`src/rtl/lcd_bus_timer.sv`:
```
`default_nettype none
// ============================================================================
// Module   : lcd_bus_timer
// Brief    : HD44780-class write-cycle generator (setup, enable, hold, exec wait)
// Revision : 1.0
// ============================================================================
module lcd_bus_timer #(
  parameter int T_SETUP = 3,
  parameter int T_EN    = 25,
  parameter int T_HOLD  = 3,
  parameter int T_EXEC  = 2500,
  parameter int T_CLEAR = 82000
) (
  input  logic       clk,
  input  logic       rst,
  input  logic [7:0] idata,
  input  logic       irs,
  input  logic       istart,
  output logic       odone,
  output logic       obusy,
  output logic [7:0] lcd_data,
  output logic       lcd_rs,
  output logic       lcd_rw,
  output logic       lcd_en
);

  localparam int CNT_MAX_A = (T_CLEAR > T_EXEC) ? T_CLEAR : T_EXEC;
  localparam int CNT_MAX   = (CNT_MAX_A > T_EN) ? CNT_MAX_A : T_EN;
  localparam int CNT_W     = $clog2(CNT_MAX + 1);

  localparam logic [CNT_W-1:0] SETUP_LAST = CNT_W'(T_SETUP - 1);
  localparam logic [CNT_W-1:0] EN_LAST    = CNT_W'(T_EN - 1);
  localparam logic [CNT_W-1:0] HOLD_LAST  = CNT_W'(T_HOLD - 1);
  localparam logic [CNT_W-1:0] EXEC_LAST  = CNT_W'(T_EXEC - 1);
  localparam logic [CNT_W-1:0] CLEAR_LAST = CNT_W'(T_CLEAR - 1);

  typedef enum logic [2:0] {
    IDLE  = 3'd0,
    SETUP = 3'd1,
    EN_HI = 3'd2,
    HOLD  = 3'd3,
    EXEC  = 3'd4,
    DONE  = 3'd5
  } state_t;

  state_t           state;
  state_t           state_nxt;
  logic [CNT_W-1:0] cnt;
  logic             start_q;
  logic             long_wait;
  logic             start_edge;
  logic             accept;
  logic             is_clear_home;

  assign start_edge    = istart & ~start_q;
  assign accept        = (state == IDLE) && start_edge;
  assign is_clear_home = ~irs && (idata >= 8'h01) && (idata <= 8'h03);
  assign lcd_rw        = 1'b0;

  always_comb begin
    state_nxt = state;
    case (state)
      IDLE:    if (start_edge) state_nxt = SETUP;
      SETUP:   if (cnt == SETUP_LAST) state_nxt = EN_HI;
      EN_HI:   if (cnt == EN_LAST) state_nxt = HOLD;
      HOLD:    if (cnt == HOLD_LAST) state_nxt = EXEC;
      EXEC:    if (cnt == (long_wait ? CLEAR_LAST : EXEC_LAST)) state_nxt = DONE;
      DONE:    state_nxt = IDLE;
      default: state_nxt = IDLE;
    endcase
  end

  always_ff @(posedge clk) begin
    if (rst) begin
      state   <= IDLE;
      cnt     <= '0;
      start_q <= 1'b0;
    end else begin
      state   <= state_nxt;
      start_q <= istart;
      // Counter restarts on every state entry and idles at zero.
      if (state_nxt != state || state == IDLE) begin
        cnt <= '0;
      end else begin
        cnt <= cnt + 1'b1;
      end
    end
  end

  // Pin-facing outputs are registered from the next state so they align with it.
  always_ff @(posedge clk) begin
    if (rst) begin
      odone  <= 1'b0;
      obusy  <= 1'b0;
      lcd_en <= 1'b0;
    end else begin
      odone  <= (state_nxt == DONE);
      obusy  <= (state_nxt != IDLE);
      lcd_en <= (state_nxt == EN_HI);
    end
  end

  always_ff @(posedge clk) begin
    if (rst) begin
      lcd_data  <= 8'h00;
      lcd_rs    <= 1'b0;
      long_wait <= 1'b0;
    end else if (accept) begin
      lcd_data  <= idata;
      lcd_rs    <= irs;
      long_wait <= is_clear_home;
    end
  end

endmodule
`default_nettype wire

```
`config.mk`:
```
export PLATFORM = sky130hd
export DESIGN_NAME = lcd_bus_timer
export DESIGN_NICKNAME = d
export VERILOG_FILES = /design/src/rtl/lcd_bus_timer.sv
export SDC_FILE = /design/constraint.sdc
export NUM_CORES = 1
export LEC_CHECK = 0
export ABC_CLOCK_PERIOD_IN_PS = 2620
export CORE_ASPECT_RATIO = 0.9
export CORE_UTILIZATION = 50
export CTS_BUF_LIST = sky130_fd_sc_hd__clkbuf_4
export CTS_CLUSTER_DIAMETER = 80
export DETAILED_ROUTE_END_ITERATION = 12
export PLACE_DENSITY = 0.85
export SETUP_SLACK_MARGIN = 0.4
export SYNTH_ARGS = -nofsm -noshare
export SYNTH_HDL_FRONTEND = slang
export SYNTH_SLANG_ARGS = --single-unit
```
`constraint.sdc`:
```
create_clock -name clk -period 2.62 [get_ports clk]
set_input_delay 0.262 -clock clk [delete_from_list [all_inputs] [get_ports clk]]
set_output_delay 0.262 -clock clk [all_outputs]
set_load 0.01 [all_outputs]
```
# Word-level counts from Yosys, hierarchy flattened
# Index checks and enable logic that the tools add are counted.
# classes
addsub	1
n_mul	0
div_mod_pow	0
order_cmp	2
n_eq_ne	10
n_shift	0
mux	7
bitwise_logic	3
reduce_logical	7
# ops
operator	n
$add A17 B1 Y17 const B	1
$eq A17 B17 Y1	1
$eq A17 B2 Y1 const B	1
$eq A17 B5 Y1 const B	1
$mux W17	1
$mux W3	5
$pmux W3 S5	1
$eq A3 B2 Y1 const B	3
$ge A8 B1 Y1 const B	1
$le A8 B2 Y1 const B	1
$eq A3 B3 Y1 const B	2
$eq A3 B1 Y1 const B	1
$logic_and A1 B1 Y1	3
$logic_not A3 Y1	1
$ne A3 B3 Y1	1
$reduce_bool A3 Y1	1
$not A1 Y1	2
$reduce_or A2 Y1	1
$and A1 B1 Y1	1
$logic_or A1 B1 Y1	1
# totals
register_bits	34
latch_bits	0
ramBits	0
mem_bits_ro	0
in_bits	12
output_inout_bits	13
elab_cells	39
mem_count	0

# Longest topological paths before layout
# logic_depth
word_depth	7
depth_mapped	8

# Worst setup path before layout
# Ideal clock, no wire load.
# synth_timing
path_kind	flip-flop to flip-flop
startpoint	register cnt[7]
endpoint	register lcd_en
setup_time_ns	0.060
arrival_time_ns	1.707
required_time_ns	2.560
path_slack_ns	0.853
path_stages_with_launch	7
period_less_slack_ns	1.767
cell_sequence	dfxtp_1 -> buf_6 -> nor4_2 -> nand4_1 -> or4_1 -> a211oi_2 -> and3_1
# synth_via
elab_chain_cells	4
word_cells_on_any_way	9
classes_between	4 x eq/ne; 5 x mux
# synth_lines
element	line_no	rtl
start, declared	48	logic [CNT_W-1:0] cnt;
start signal, assigned	85	cnt <= cnt + 1'b1;
$eq A17 B17 Y1, or another cell as far along	67	EXEC: if (cnt == (long_wait ? CLEAR_LAST : EXEC_LAST)) state_nxt = DONE;
$mux W3 (on tied branches)	-	
$pmux W3 S5 *	62	case (state)
$eq A3 B2 Y1 *	99	lcd_en <= (state_nxt == EN_HI);
end signal, assigned	99	
end, declared	24	output logic lcd_en
# Mark *: on every way between the ends. The rest lies on a longest branch, timed or not.
# A chain may end at the register's enable or synchronous reset.

# Worst setup path after layout
# layout_timing
startpoint	register state[2]
endpoint	register cnt[8]
# layout_via
elab_chain_cells	5
word_cells_on_any_way	14
classes_between	5 x eq/ne; 6 x mux; 3 x reduce/logical
# layout_lines
element	line_no	rtl
start, declared	46	state_t state;
start signal, assigned	79	state <= state_nxt;
$eq A3 B3 Y1, or another cell as far along	62	
$pmux W3 S5	62	
$ne A3 B3 Y1	82	if (state_nxt != state || state == IDLE) begin
$logic_or A1 B1 Y1 *	82	
$reduce_or A2 Y1 (no line) *	-	
# Marks and branches as above.

==> flow_summary.yaml <==
synthesis:
  ys_ff_latch: 34
  ys_warn_count: 0
  syn_area_sq_um: 1560
  synthFlopType: "dfxtp_1"
  async_flop_share_pct: 0
  syn_nets: 192
  netlist_instances: 177
  syn_avg_cell_area_sq_um: 8.81
  seq_area_frac_synth_pct: 43.6
  synth.distinct_cells: 42
  synth_edf_count: 0
clock_tree:
  clock_path_buffers: 2
  path_clk_slew_ps: 90
  insertion_delay_ps: 330
  clockRootBuffer: "clkbuf_4"
  cts_made_buffers: 5
  cts_resized: 0
  cts_sinks: 34
  cts_tree: "done"
  holdBufCountCts: 0
  postCtsSetupBuffers: 0
  cts_htree_levels: 2
run_status:
  status: "finished, final reports clean"
floorplan:
  start_util_pct: 54.5
  io_pins: 25
  die_area_sq_um: 3350
  rows: 18
  die_h_um: 55.0
  chipWidth_um: 60.9
  core_sq_um: 2860
setup_path:
  endpoint_kind: "flop"
  worstPathMaxFanout: 12
  critical_path_arrival_ps: 2310
  cp.required_ps: 2880
  cp-start-kind: "flop"
  critical_path_class: "reg -> reg"
grt:
  grt_pass1_vias: 1192
  grt_first_pass_wirelength_mm: 5.22
  grt_start_max_net_pins: 17
  gr-total-overflow: 0
  antenna_found_initial: 0
  track_usage_pct: 21.8
timing:
  rsz0062_at_grt: "no"
  final-hold-violation-count: 0
  fin_setup_tns_ps: 0
  max_freq_ghz: 0.489
  maxSlewHeadroom_pct: 60.6
  fin_crit_sh_pct: 78.0
  worst_pin_slew_ps: 591
  setup_viol: 0
  skew_ps: 4.44
  layout_setup_ws_ps: 576
  period_needed_ps: 2040
  final_max_slew_viol_count: 0
power:
  seqPwrFrac_pct: 58.7
  p_leak_uw: 0.000664
  switchingPower_uw: 214
  p_clk_share_pct: 30.8
  powerDensity_nw_per_um2: 494
  comb_power_share_pct: 10.6
  intPower_uw: 705
  power.share.switching_pct: 23.3
  peakVddDrop_mv: 0.313
route:
  postRouteAntennaNets: 0
  drc: 0
  dr_total_vias: 1323
  drt-vias-per-instance: 5.49
  wl_per_cell_um: 13.5
  wl_mm: 3.25
  first_pass_iters: 4
  initialDrtViolationCount: 35
cells_and_area:
  nNetsFinal: 216
  diodes: 0
  mostFrequentLayoutCells: "dfxtp_1, nor2_1, clkdlybuf4s50_1"
  fin_area_sq_um: 1860
  multi_input_area_sq_um: 818
  area_growth_pct: 19.3
  seq_area_sq_um: 681
  n_fill_cell: 234
  final_common_cell: "dfxtp_1"
  drive_gt1_share_pct: 8.46
place:
  port_buffers: 23
  post-dp-hpwl_mm: 2.48
  place_area_sq_um: 1810
  gp_congestion: 0.883
  pre_cts_ws_ps: 531
hold_path:
  hp-class: "reg -> reg"
job:
  drv_cap: 0
==> through the flow <==
step                      hold WS, ps  power, uW  cells  util [%]
after global routing              498        956    241      65.1
after floorplan                   390        601    177         -
final                             489        919    241      65.1
after global placement            455        645    234      63.3
after CTS                         499        924    241      65.1
after detailed placement          477        649    234      63.3
==> synthesized netlist by cell type, types with 2 or more instances <==
master,count,area share [%]
xnor2_1,9,5.1
dfxtp_1,34,44
nor4_1,2,0.80
inv_1,6,1.4
nand3b_1,2,0.96
mux2i_1,9,5.8
a21oi_1,3,0.96
nor4_2,2,1.6
nor2_1,33,7.9
nor3_1,8,2.6
and3_1,6,2.4
or2_2,2,0.80
nor2b_1,2,0.80
ha_1,3,2.4
clkbuf_1,4,0.96
nand4_1,6,2.4
xor2_1,6,3.4
nand3_1,6,1.9
nand2_1,11,2.6
==> sequential cells by signal, summed over array words and instances (netlist names) <==
register / count
odone: 1
start_q: 1
long_wait: 1
state: 3
lcd_data: 8
lcd_en: 1
cnt: 17
obusy: 1
lcd_rs: 1
==> cell type report <==
cell class	instances	area share (%)
Timing Repair Buffer	24	12.8
Tap cell	40	2.69
Clock buffer	7	2.82
Sequential cell	34	36.6
Inverter	6	1.21
Multi-Input combinational cell	130	44.0
==> worst paths after layout <==
kind / from / slack (ps) / to / cells after the start
worst max-delay path: state[2]$_SDFF_PP0_ / 580 / cnt[8]$_SDFF_PP0_ / 5
worst min-delay path: cnt[0]$_SDFF_PP0_ / 490 / cnt[0]$_SDFF_PP0_ / 1
worst max register to register: state[2]$_SDFF_PP0_ / 580 / cnt[8]$_SDFF_PP0_ / 5
worst min register to register: cnt[0]$_SDFF_PP0_ / 490 / cnt[0]$_SDFF_PP0_ / 1
==> worst max-delay path: stages (launching register included) <==
cell and delay [ps]:
dfxtp_1 490, nor2_1 80, and3_1 380, o21bai_1 260, or3b_2 570, nor2_1 190
==> kinds of logic (layout without fill, tap and decap cells) <==
| family | count (synthesis) | after routing | synth area share [%] |
|---|---|---|---|
| buffers and inverters | 13 | 37 | 3.93 |
| DFF | 34 | 34 | 43.6 |
| other | 1 | 1 | 0.240 |
| muxes | 9 | 9 | 5.77 |
| AOI/OAI and AO/OA | 13 | 13 | 6.09 |
| xor gates and xnor gates | 15 | 15 | 8.42 |
| and+or+nand+nor | 89 | 89 | 29.5 |
| adders and majority gates | 3 | 3 | 2.41 |
==> per-layer routing <==
metal	up-vias	part of all wire (%)	track usage (%)
li1	655	-	-
met1	622	44	26.5
met2	33	49	35.0
met3	13	4.2	6.28
met4	0	2.7	12.1
met5	-	0	0
==> power by group through the flow <==
stage	registers, uW	clock network (uW)	logic (uW)
2_1_floorplan	555	0	46.7
5_1_grt	541	310	106
3_5_place_dp	551	0	97.7
4_1_cts	539	287	98.1
6_report	539	283	97.2
3_3_place_gp	550	0	95.2
Note: power is estimated with default switching activity, not from simulation.
